## src/rtl/entropy_encoder.sv

```systemverilog
// Purpose: turns zigzag-ordered quantized coefficients (64 per block, DC first) into (run, size, value) symbols with DC prediction, zero runs, ZRL and EOB.
// Latency: a symbol is presented the cycle after its coefficient is accepted; one coefficient per cycle while no ZRL expansion is pending.
// Backpressure: the output symbol register holds while valid_out && !ready_in; ready_out drops while that symbol is stalled or while ZRLs are being expanded.
//
// Ports:
//   clk_in, rst_in          clock, synchronous active-high reset
//   coeff_in/valid_in       signed 12-bit coefficient in, with ready_out as its handshake
//   value_out, run_out,     symbol fields: amplitude bits (right aligned), preceding zero run,
//   size_out, dc_out,       amplitude length, DC marker and end-of-block marker
//   last_out
//   valid_out/ready_in      symbol handshake
//   sym_count_out           symbols in the most recent completed block (only with ENTROPY_ENC_SYMCOUNT_EN)
//
// Parameter DELTA_ENCODE: 1 codes DC as a difference from the previous reconstructed DC, 0 codes it directly.
// Optional macro ENTROPY_ENC_SYMCOUNT_EN adds the per-block symbol counter and its port.
module entropy_encoder #(
    parameter bit DELTA_ENCODE = 1'b1
) (
    input  logic        clk_in,
    input  logic        rst_in,
    input  logic [11:0] coeff_in,
    input  logic        valid_in,
    output logic        ready_out,
    output logic [10:0] value_out,
    output logic [4:0]  run_out,
    output logic [4:0]  size_out,
    output logic        dc_out,
    output logic        last_out,
    output logic        valid_out,
    input  logic        ready_in
`ifdef ENTROPY_ENC_SYMCOUNT_EN
    ,
    output logic [6:0]  sym_count_out
`endif
);

    typedef enum logic {ST_ACCEPT, ST_ZRL} state_t;

    state_t             state;
    logic [5:0]         k;
    logic [5:0]         r;
    logic signed [11:0] pred;
    logic [1:0]         zrl_left;

    // Coefficient symbol parked while its leading ZRLs drain out.
    logic [10:0]        hold_value;
    logic [3:0]         hold_run;
    logic [4:0]         hold_size;
    logic               hold_last;

    logic               accept;
    logic               consume;

    assign consume   = valid_out & ready_in;
    assign ready_out = ~rst_in & (state == ST_ACCEPT) & (~valid_out | ready_in);
    assign accept    = valid_in & ready_out;

    logic signed [11:0] coeff_s;
    logic signed [11:0] coeff_cl;
    logic signed [12:0] diff;
    logic signed [11:0] d_sat;
    logic [11:0]        pred_next;
    logic signed [11:0] amp_in;
    logic [10:0]        neg;
    logic [10:0]        mag;
    logic [10:0]        vm1;
    logic [10:0]        mask;
    logic [4:0]         amp_size;
    logic [10:0]        amp_value;
    logic               coeff_zero;

    always_comb begin
        coeff_s  = $signed(coeff_in);
        // -2048 has no 11-bit magnitude; fold it onto -2047.
        coeff_cl = (coeff_in == 12'h800) ? 12'sh801 : coeff_s;

        // DC difference at 13 bits, then saturated to +/-2047.
        diff = {coeff_s[11], coeff_s} - {pred[11], pred};
        if (diff > 13'sd2047) begin
            d_sat = 12'sd2047;
        end else if (diff < -13'sd2047) begin
            d_sat = -12'sd2047;
        end else begin
            d_sat = diff[11:0];
        end
        // Predictor follows the decoder's reconstruction, not the raw input.
        pred_next = pred + d_sat;

        if (k == 6'd0) begin
            amp_in = DELTA_ENCODE ? d_sat : coeff_cl;
        end else begin
            amp_in = coeff_cl;
        end

        // |v| < 2048, so 11-bit arithmetic is exact for the magnitude and for the low bits of v-1.
        neg = 11'd0 - amp_in[10:0];
        mag = amp_in[11] ? neg : amp_in[10:0];

        amp_size = 5'd0;
        for (int i = 0; i < 11; i++) begin
            if (mag[i]) begin
                amp_size = 5'(i + 1);
            end
        end

        vm1       = amp_in[10:0] - 11'd1;
        mask      = ~(11'h7FF << amp_size);
        amp_value = amp_in[11] ? (vm1 & mask) : amp_in[10:0];

        coeff_zero = (coeff_in == 12'd0);
    end

    always_ff @(posedge clk_in) begin
        if (rst_in) begin
            state      <= ST_ACCEPT;
            k          <= 6'd0;
            r          <= 6'd0;
            pred       <= 12'sd0;
            zrl_left   <= 2'd0;
            hold_value <= 11'd0;
            hold_run   <= 4'd0;
            hold_size  <= 5'd0;
            hold_last  <= 1'b0;
            valid_out  <= 1'b0;
            last_out   <= 1'b0;
            dc_out     <= 1'b0;
            value_out  <= 11'd0;
            run_out    <= 5'd0;
            size_out   <= 5'd0;
        end else begin
            case (state)
                ST_ACCEPT: begin
                    if (accept) begin
                        k <= k + 6'd1;
                        if (k == 6'd0) begin
                            // DC always produces a symbol, even for a zero difference.
                            valid_out <= 1'b1;
                            dc_out    <= 1'b1;
                            last_out  <= 1'b0;
                            run_out   <= 5'd0;
                            size_out  <= amp_size;
                            value_out <= amp_value;
                            r         <= 6'd0;
                            if (DELTA_ENCODE) begin
                                pred <= pred_next;
                            end
                        end else if (coeff_zero) begin
                            if (k == 6'd63) begin
                                // EOB replaces any trailing ZRLs.
                                valid_out <= 1'b1;
                                dc_out    <= 1'b0;
                                last_out  <= 1'b1;
                                run_out   <= 5'd0;
                                size_out  <= 5'd0;
                                value_out <= 11'd0;
                                r         <= 6'd0;
                            end else begin
                                r <= r + 6'd1;
                                if (consume) begin
                                    valid_out <= 1'b0;
                                end
                            end
                        end else begin
                            r         <= 6'd0;
                            valid_out <= 1'b1;
                            dc_out    <= 1'b0;
                            if (r[5:4] != 2'd0) begin
                                // First ZRL goes out now; the rest follow one per consume.
                                run_out    <= 5'd15;
                                size_out   <= 5'd0;
                                value_out  <= 11'd0;
                                last_out   <= 1'b0;
                                hold_run   <= r[3:0];
                                hold_size  <= amp_size;
                                hold_value <= amp_value;
                                hold_last  <= (k == 6'd63);
                                zrl_left   <= r[5:4] - 2'd1;
                                state      <= ST_ZRL;
                            end else begin
                                run_out   <= {1'b0, r[3:0]};
                                size_out  <= amp_size;
                                value_out <= amp_value;
                                last_out  <= (k == 6'd63);
                            end
                        end
                    end else if (consume) begin
                        valid_out <= 1'b0;
                    end
                end
                ST_ZRL: begin
                    if (consume) begin
                        if (zrl_left != 2'd0) begin
                            // Output register already shows a ZRL; just keep it valid.
                            zrl_left <= zrl_left - 2'd1;
                        end else begin
                            run_out   <= {1'b0, hold_run};
                            size_out  <= hold_size;
                            value_out <= hold_value;
                            last_out  <= hold_last;
                            state     <= ST_ACCEPT;
                        end
                    end
                end
                default: state <= ST_ACCEPT;
            endcase
        end
    end

`ifdef ENTROPY_ENC_SYMCOUNT_EN
    logic [6:0] blk_cnt;

    // Counts consumed symbols; publishes the total when the block's last symbol leaves.
    always_ff @(posedge clk_in) begin
        if (rst_in) begin
            blk_cnt       <= 7'd0;
            sym_count_out <= 7'd0;
        end else if (consume) begin
            if (last_out) begin
                sym_count_out <= blk_cnt + 7'd1;
                blk_cnt       <= 7'd0;
            end else begin
                blk_cnt <= blk_cnt + 7'd1;
            end
        end
    end
`endif

endmodule

```

## config.mk

```make
export PLATFORM = sky130hd
export DESIGN_NAME = entropy_encoder
export DESIGN_NICKNAME = d
export VERILOG_FILES = /design/src/rtl/entropy_encoder.sv
export SDC_FILE = /design/constraint.sdc
export NUM_CORES = 1
export LEC_CHECK = 0
export CAP_MARGIN = 10
export CORE_MARGIN = 10
export CORE_UTILIZATION = 50
export DETAILED_ROUTE_END_ITERATION = 16
export PLACE_DENSITY = 0.78
export SYNTH_ARGS = -nofsm -noshare
export SYNTH_HDL_FRONTEND = slang
export SYNTH_SLANG_ARGS = --single-unit
export TNS_END_PERCENT = 100
```

## constraint.sdc

```tcl
create_clock -name clk_in -period 7.7 [get_ports clk_in]
set_input_delay 1.925 -clock clk_in [delete_from_list [all_inputs] [get_ports clk_in]]
set_output_delay 1.925 -clock clk_in [all_outputs]
set_load 0.05 [all_outputs]
```

**After elaboration in Yosys (flattened, before gate mapping)**

Index checks and enable logic that the tools add are counted.

- Add/sub/neg operators: 8
- Multipliers: 0
- Div/mod/pow operators: 0
- $lt $le $gt $ge: 2
- Equal/unequal tests: 11
- Shifts and indexed selects: 1
- Mux-type cells: 73
- Bitwise gates (word level): 12
- Reductions and logical operators: 10

Operators with widths:

| kind | number |
|---|---|
| $mux 5 | 22 |
| $mux 11 | 9 |
| $mux 12 | 4 |
| $mux 1 | 22 |
| $pmux 11 s2 | 1 |
| $pmux 5 s2 | 2 |
| $mux 6 | 3 |
| $gt 13x12->1 const B | 1 |
| $lt 13x12->1 const B | 1 |
| $sub 12x12->13 | 1 |
| $add 12x12->12 | 1 |
| $add 6x1->6 const B | 2 |
| $eq 12x12->1 const B | 1 |
| $logic_not 12->1 | 1 |
| $mux 2 | 6 |
| $and 11x11->11 | 1 |
| $not 11->11 | 1 |
| $shl 11x5->11 const A | 1 |
| $sub 1x11->11 const A | 1 |
| $sub 11x1->11 const B | 1 |
| $ne 2x2->1 const B | 4 |
| $eq 6x6->1 const B | 1 |
| $logic_not 6->1 | 1 |
| $ne 2x1->1 const B | 3 |
| 15 further kinds | 26 |

- Register bits after elaboration: 72
- Bits in latches: 0
- Bits in writable memories: 0
- ROM bits: 0
- Output and inout bits: 25
- Memories kept: 0

**Depth between registers and ports, before layout**

- Depth after elaboration: 27
- Mapped depth: 22
- Depth with buffers taken out: 22

**Worst setup path after synthesis**

No wires, ideal clock.

- Path type: input to register
- Start point: input port coeff_in[0]
- End point: register pred[10]
- Arrival: 5.570 ns
- Slack: 2.000 ns
- Stages: 22
- Cell sequence: inv_1 > ha_1 > fa_1 > nand2b_2 > a211oi_4 > nor2_1 > a221o_1 > nand4_2 > o311a_1 > or2_4 > a21boi_0 > ha_1 > inv_1 > o31ai_1 > maj3_1 > a211oi_1 > o21bai_1 > a21oi_1 > o21ai_0 > xor2_1 > nand2_1 > o31ai_1

- Cells in the longest elaborated chain, start to end: 5
- Elaborated cells on any way between the ends: 6
- Those cells by class: add/sub (2); order compare (2); mux (2)

RTL lines:

| element | line | text |
|---|---|---|
| from (decl) | 21 | `input logic [11:0] coeff_in,` |
| $sub 12x12->13 * | 78 | `diff = {coeff_s[11], coeff_s} - {pred[11], pred};` |
| $lt 13x12->1 | 81 | `end else if (diff < -13'sd2047) begin` |
| $mux 12 | 81 |  |
| $mux 12 * | 79 | `if (diff > 13'sd2047) begin` |
| $add 12x12->12 * | 87 | `pred_next = pred + d_sat;` |
| to (signal assigned) | 145 | `pred <= pred_next;` |
| to (decl) | 42 | `logic signed [11:0] pred;` |

Mark *: on every way between the ends. The rest lies on a longest branch, timed or not.
A chain may end at the register's enable or synchronous reset.

**Worst setup path in the final report**

Same ends and word-level chain as after synthesis.

==> impl_metrics.yaml <==
outcome:
  outcome: "complete, no violations"
floorplanning:
  die_w_um: 122
  die_y_um: 122
  fp.coreArea_um2: 10200
  start_util: 0.507
  die_area_um2: 14800
  num_rows: 37
  ios: 41
power_and_ir_drop:
  total_power_uw: 1960
  peakVddDrop_mv: 0.159
  pwr_density_cell_nw_per_um2: 336
  p_leak_uw: 0.00214
clock_tree:
  cts-htree-levels: 3
  postCtsSetupBuffers: 0
  ctsRootBufferMaster: "clkbuf_8"
  cts_buffer_depth: 2
  cts_num_sinks: 69
  cts_resized: 0
  postCtsHoldBufs: 0
  numCtsBuffers: 9
  cts_tree: "built"
  clk_pin_slew_ns: 0.08
  clk_latency_ns: 0.34
timing:
  finalSetupViolations: 0
  hold_viol: 0
  finalCritPeriodShare: 0.831
  worst_pin_slew_ns: 1.01
  period_needed_ns: 6.40
  setup_slack_ns: 1.30
  max_freq_ghz: 0.156
  grt_setup_unrepaired: "false"
  slew_headroom: 0.318
  holdWs_ns: 0.457
  drv_slew: 0
  finalSetupTns_ns: 0
  skew_ns: 0.00962
critical_path:
  worstPathMaxFanout: 5
  timing.critical_path.from: "coeff_in[0]"
  cp_top_family: "compound AO/OA/AOI/OAI gates"
  required_ns: 7.90
  slowest_delay_ns: 0.50
  timing_worst_setup_path_type: "input pin to flip-flop"
  cp-start-kind: "input pin"
  cp_slowest_cell: "clkdlybuf4s50_1"
  worstReg2RegStart: "pred[2]"
  cp_data_arrival_time_ns: 6.60
  end_kind: "flip-flop"
  crit_path_cell_trace: "clkdlybuf4s50_1 > inv_1 > ha_1 > fa_1 > nand2b_2 > a211oi_4 > nor2_1 > xor2_1 > nand4_2 > o31a_1 > nor2_1 > a21oi_1 > ha_1 > a21oi_1 > nor2b_1 > a211oi_1 > o21bai_1 > a21oi_1 > o21ai_0 > xor2_1 > nand2_1 > o31ai_1"
  path_common_cell: "a21oi_1"
  path_buf_inv: 2
drt:
  drtPass1Iterations: 5
  wl_met2_mm: 6.95
  via_per_inst: 5.97
  ant_nets: 0
  routed_wl_mm: 14.3
  vias: 5070
  wl_met1_mm: 6.12
  topRoutingLayerUsed: "met4"
  drc: 0
  dr_wl_met3_um: 844
  wl_per_cell_um: 16.8
  first_iter_violations: 466
synth:
  synth-edff-count: 0
  syn-cell-area_um2: 5170
  ys_seq_area_frac: 0.267
  synth_compound_area_frac: 0.287
  synth_fa_ha_area_frac: 0.0700
  async_reset_ff_frac: 0
  synth_xor_xnor_area_share: 0.0474
  synthFlopType: "dfxtp_1"
  yosys.area_share.simple: 0.245
  yosysWarnings: 0
  syn_inst: 687
  synth_top_family_by_area: "compound AO/OA/AOI/OAI gates"
  yosys-mux-area-fraction: 0.0290
  ys_ff_latch: 69
  avgSynthCellArea_um2: 7.52
  synth_cell_types: 91
grt:
  grt_max_degree: 67
  grt_pass1_wl_mm: 23.5
  grtUsageTotal: 0.190
  antenna_found_initial: 0
  grt-ovfl-total: 0
  grt_pass1_vias: 4936
cells_and_area:
  syn_to_final_growth_pct: 12.7
  instances_no_fill: 849
  drive_gt1_frac: 0.0954
  mostFrequentLayoutCells: "nand2_1, nor2_1, dfxtp_1, a21oi_1, clkdlybuf4s50_1"
  nets: 749
  antenna_cells: 0
  final_common_cell: "nand2_1"
  fill_cells: 962
flow_run:
  cap_viol_max_count: 0
placement:
  portBuffers: 38
  dp_hpwl_mm: 10.7
  place_congestion: 0.960
  dp_slack_ns: 1.01
  dp.cells: 833
min_path:
  hp-start: "hold_value[10]"
  hold_path.class: "flip-flop to flip-flop"
==> per-layer routing <==
layer | GRT usage | vias to the layer above
met5 | 0 | -
met4 | 0.0753 | 0
met3 | 0.0439 | 33
met2 | 0.323 | 180
met1 | 0.226 | 2333
li1 | - | 2524
==> registers in the layout, summed over array words and instances, names as in the netlist <==
signal / flops
dc_out: 1
hold_size: 4
hold_run: 4
k: 6
value_out: 11
run_out: 4
hold_value: 11
r: 6
pred: 12
zrl_left: 2
size_out: 4
state: 1
valid_out: 1
hold_last: 1
last_out: 1
==> Yosys cell counts, drive strengths merged (6+ instances only) <==
library cell / instances / area (um2)
mux2i: 9 / 101
nand3: 19 / 95.1
nand2: 93 / 359
a21boi: 7 / 67.6
o22ai: 6 / 37.5
nand4: 8 / 56.3
nor2: 90 / 345
nor3: 20 / 105
xnor2: 16 / 140
o31ai: 10 / 75.1
clkbuf: 21 / 78.8
nand2b: 9 / 58.8
dfxtp: 69 / 1380
a21o: 6 / 45.0
xor2: 12 / 105
a221oi: 8 / 76.3
or3: 8 / 50.1
a21oi: 68 / 352
buf: 13 / 90.1
a211oi: 20 / 168
ha: 24 / 300
inv: 26 / 97.6
o21a: 6 / 46.3
o21ai: 30 / 158
==> worst paths after layout <==
path / cells after the start / to / slack (ns)
setup / recovery: 22 / pred[10] / 1.30
hold / removal: 2 / hold_value[10] / 0.46
setup reg to reg: 21 / pred[10] / 2.99
hold reg to reg: 2 / hold_value[10] / 0.46
==> power by group <==
part           switching [uW]  total [uW]  internal, uW
clock network             151         339           188
logic                     750        1200           455
registers                24.5         414           389
total                     926        1960          1030
==> worst reg2reg max path, delay by kind of cell, from the launching register on <==
family	cells	cell delay [ns]
AO/OA/AOI/OAI	12	2.45
adder cells (fa/ha/maj)	3	0.93
AND/OR/NAND/NOR	3	0.48
flip-flops	1	0.44
XOR/XNOR	1	0.15
buffers and inverters	2	0.13
==> cells by family after synthesis <==
group,Yosys count
AO/OA/AOI/OAI,211
flip-flops,69
buffers and inverters,61
AND/OR/NAND/NOR,275
adder cells (fa/ha/maj),29
other,1
XOR/XNOR,28
multiplexers,13
==> through the flow <==
step                area (um2)   util
floorplan                 5170      -
global placement          5600  0.549
detailed placement        5600  0.549
CTS                       5830  0.572
global route              5830  0.572
finish                    5830  0.572
==> layout make-up <==
type / instances / area, um2 / area share
multi-input cells: 558 / 3530 / 0.605
flip-flops and latches: 69 / 1380 / 0.237
repair buffers: 44 / 420 / 0.0722
well taps: 136 / 170 / 0.0292
clock buffers: 9 / 124 / 0.0213
clock inverters: 7 / 106 / 0.0183
inverters: 26 / 97.6 / 0.0168
Note: power is estimated with default switching activity, not from simulation.
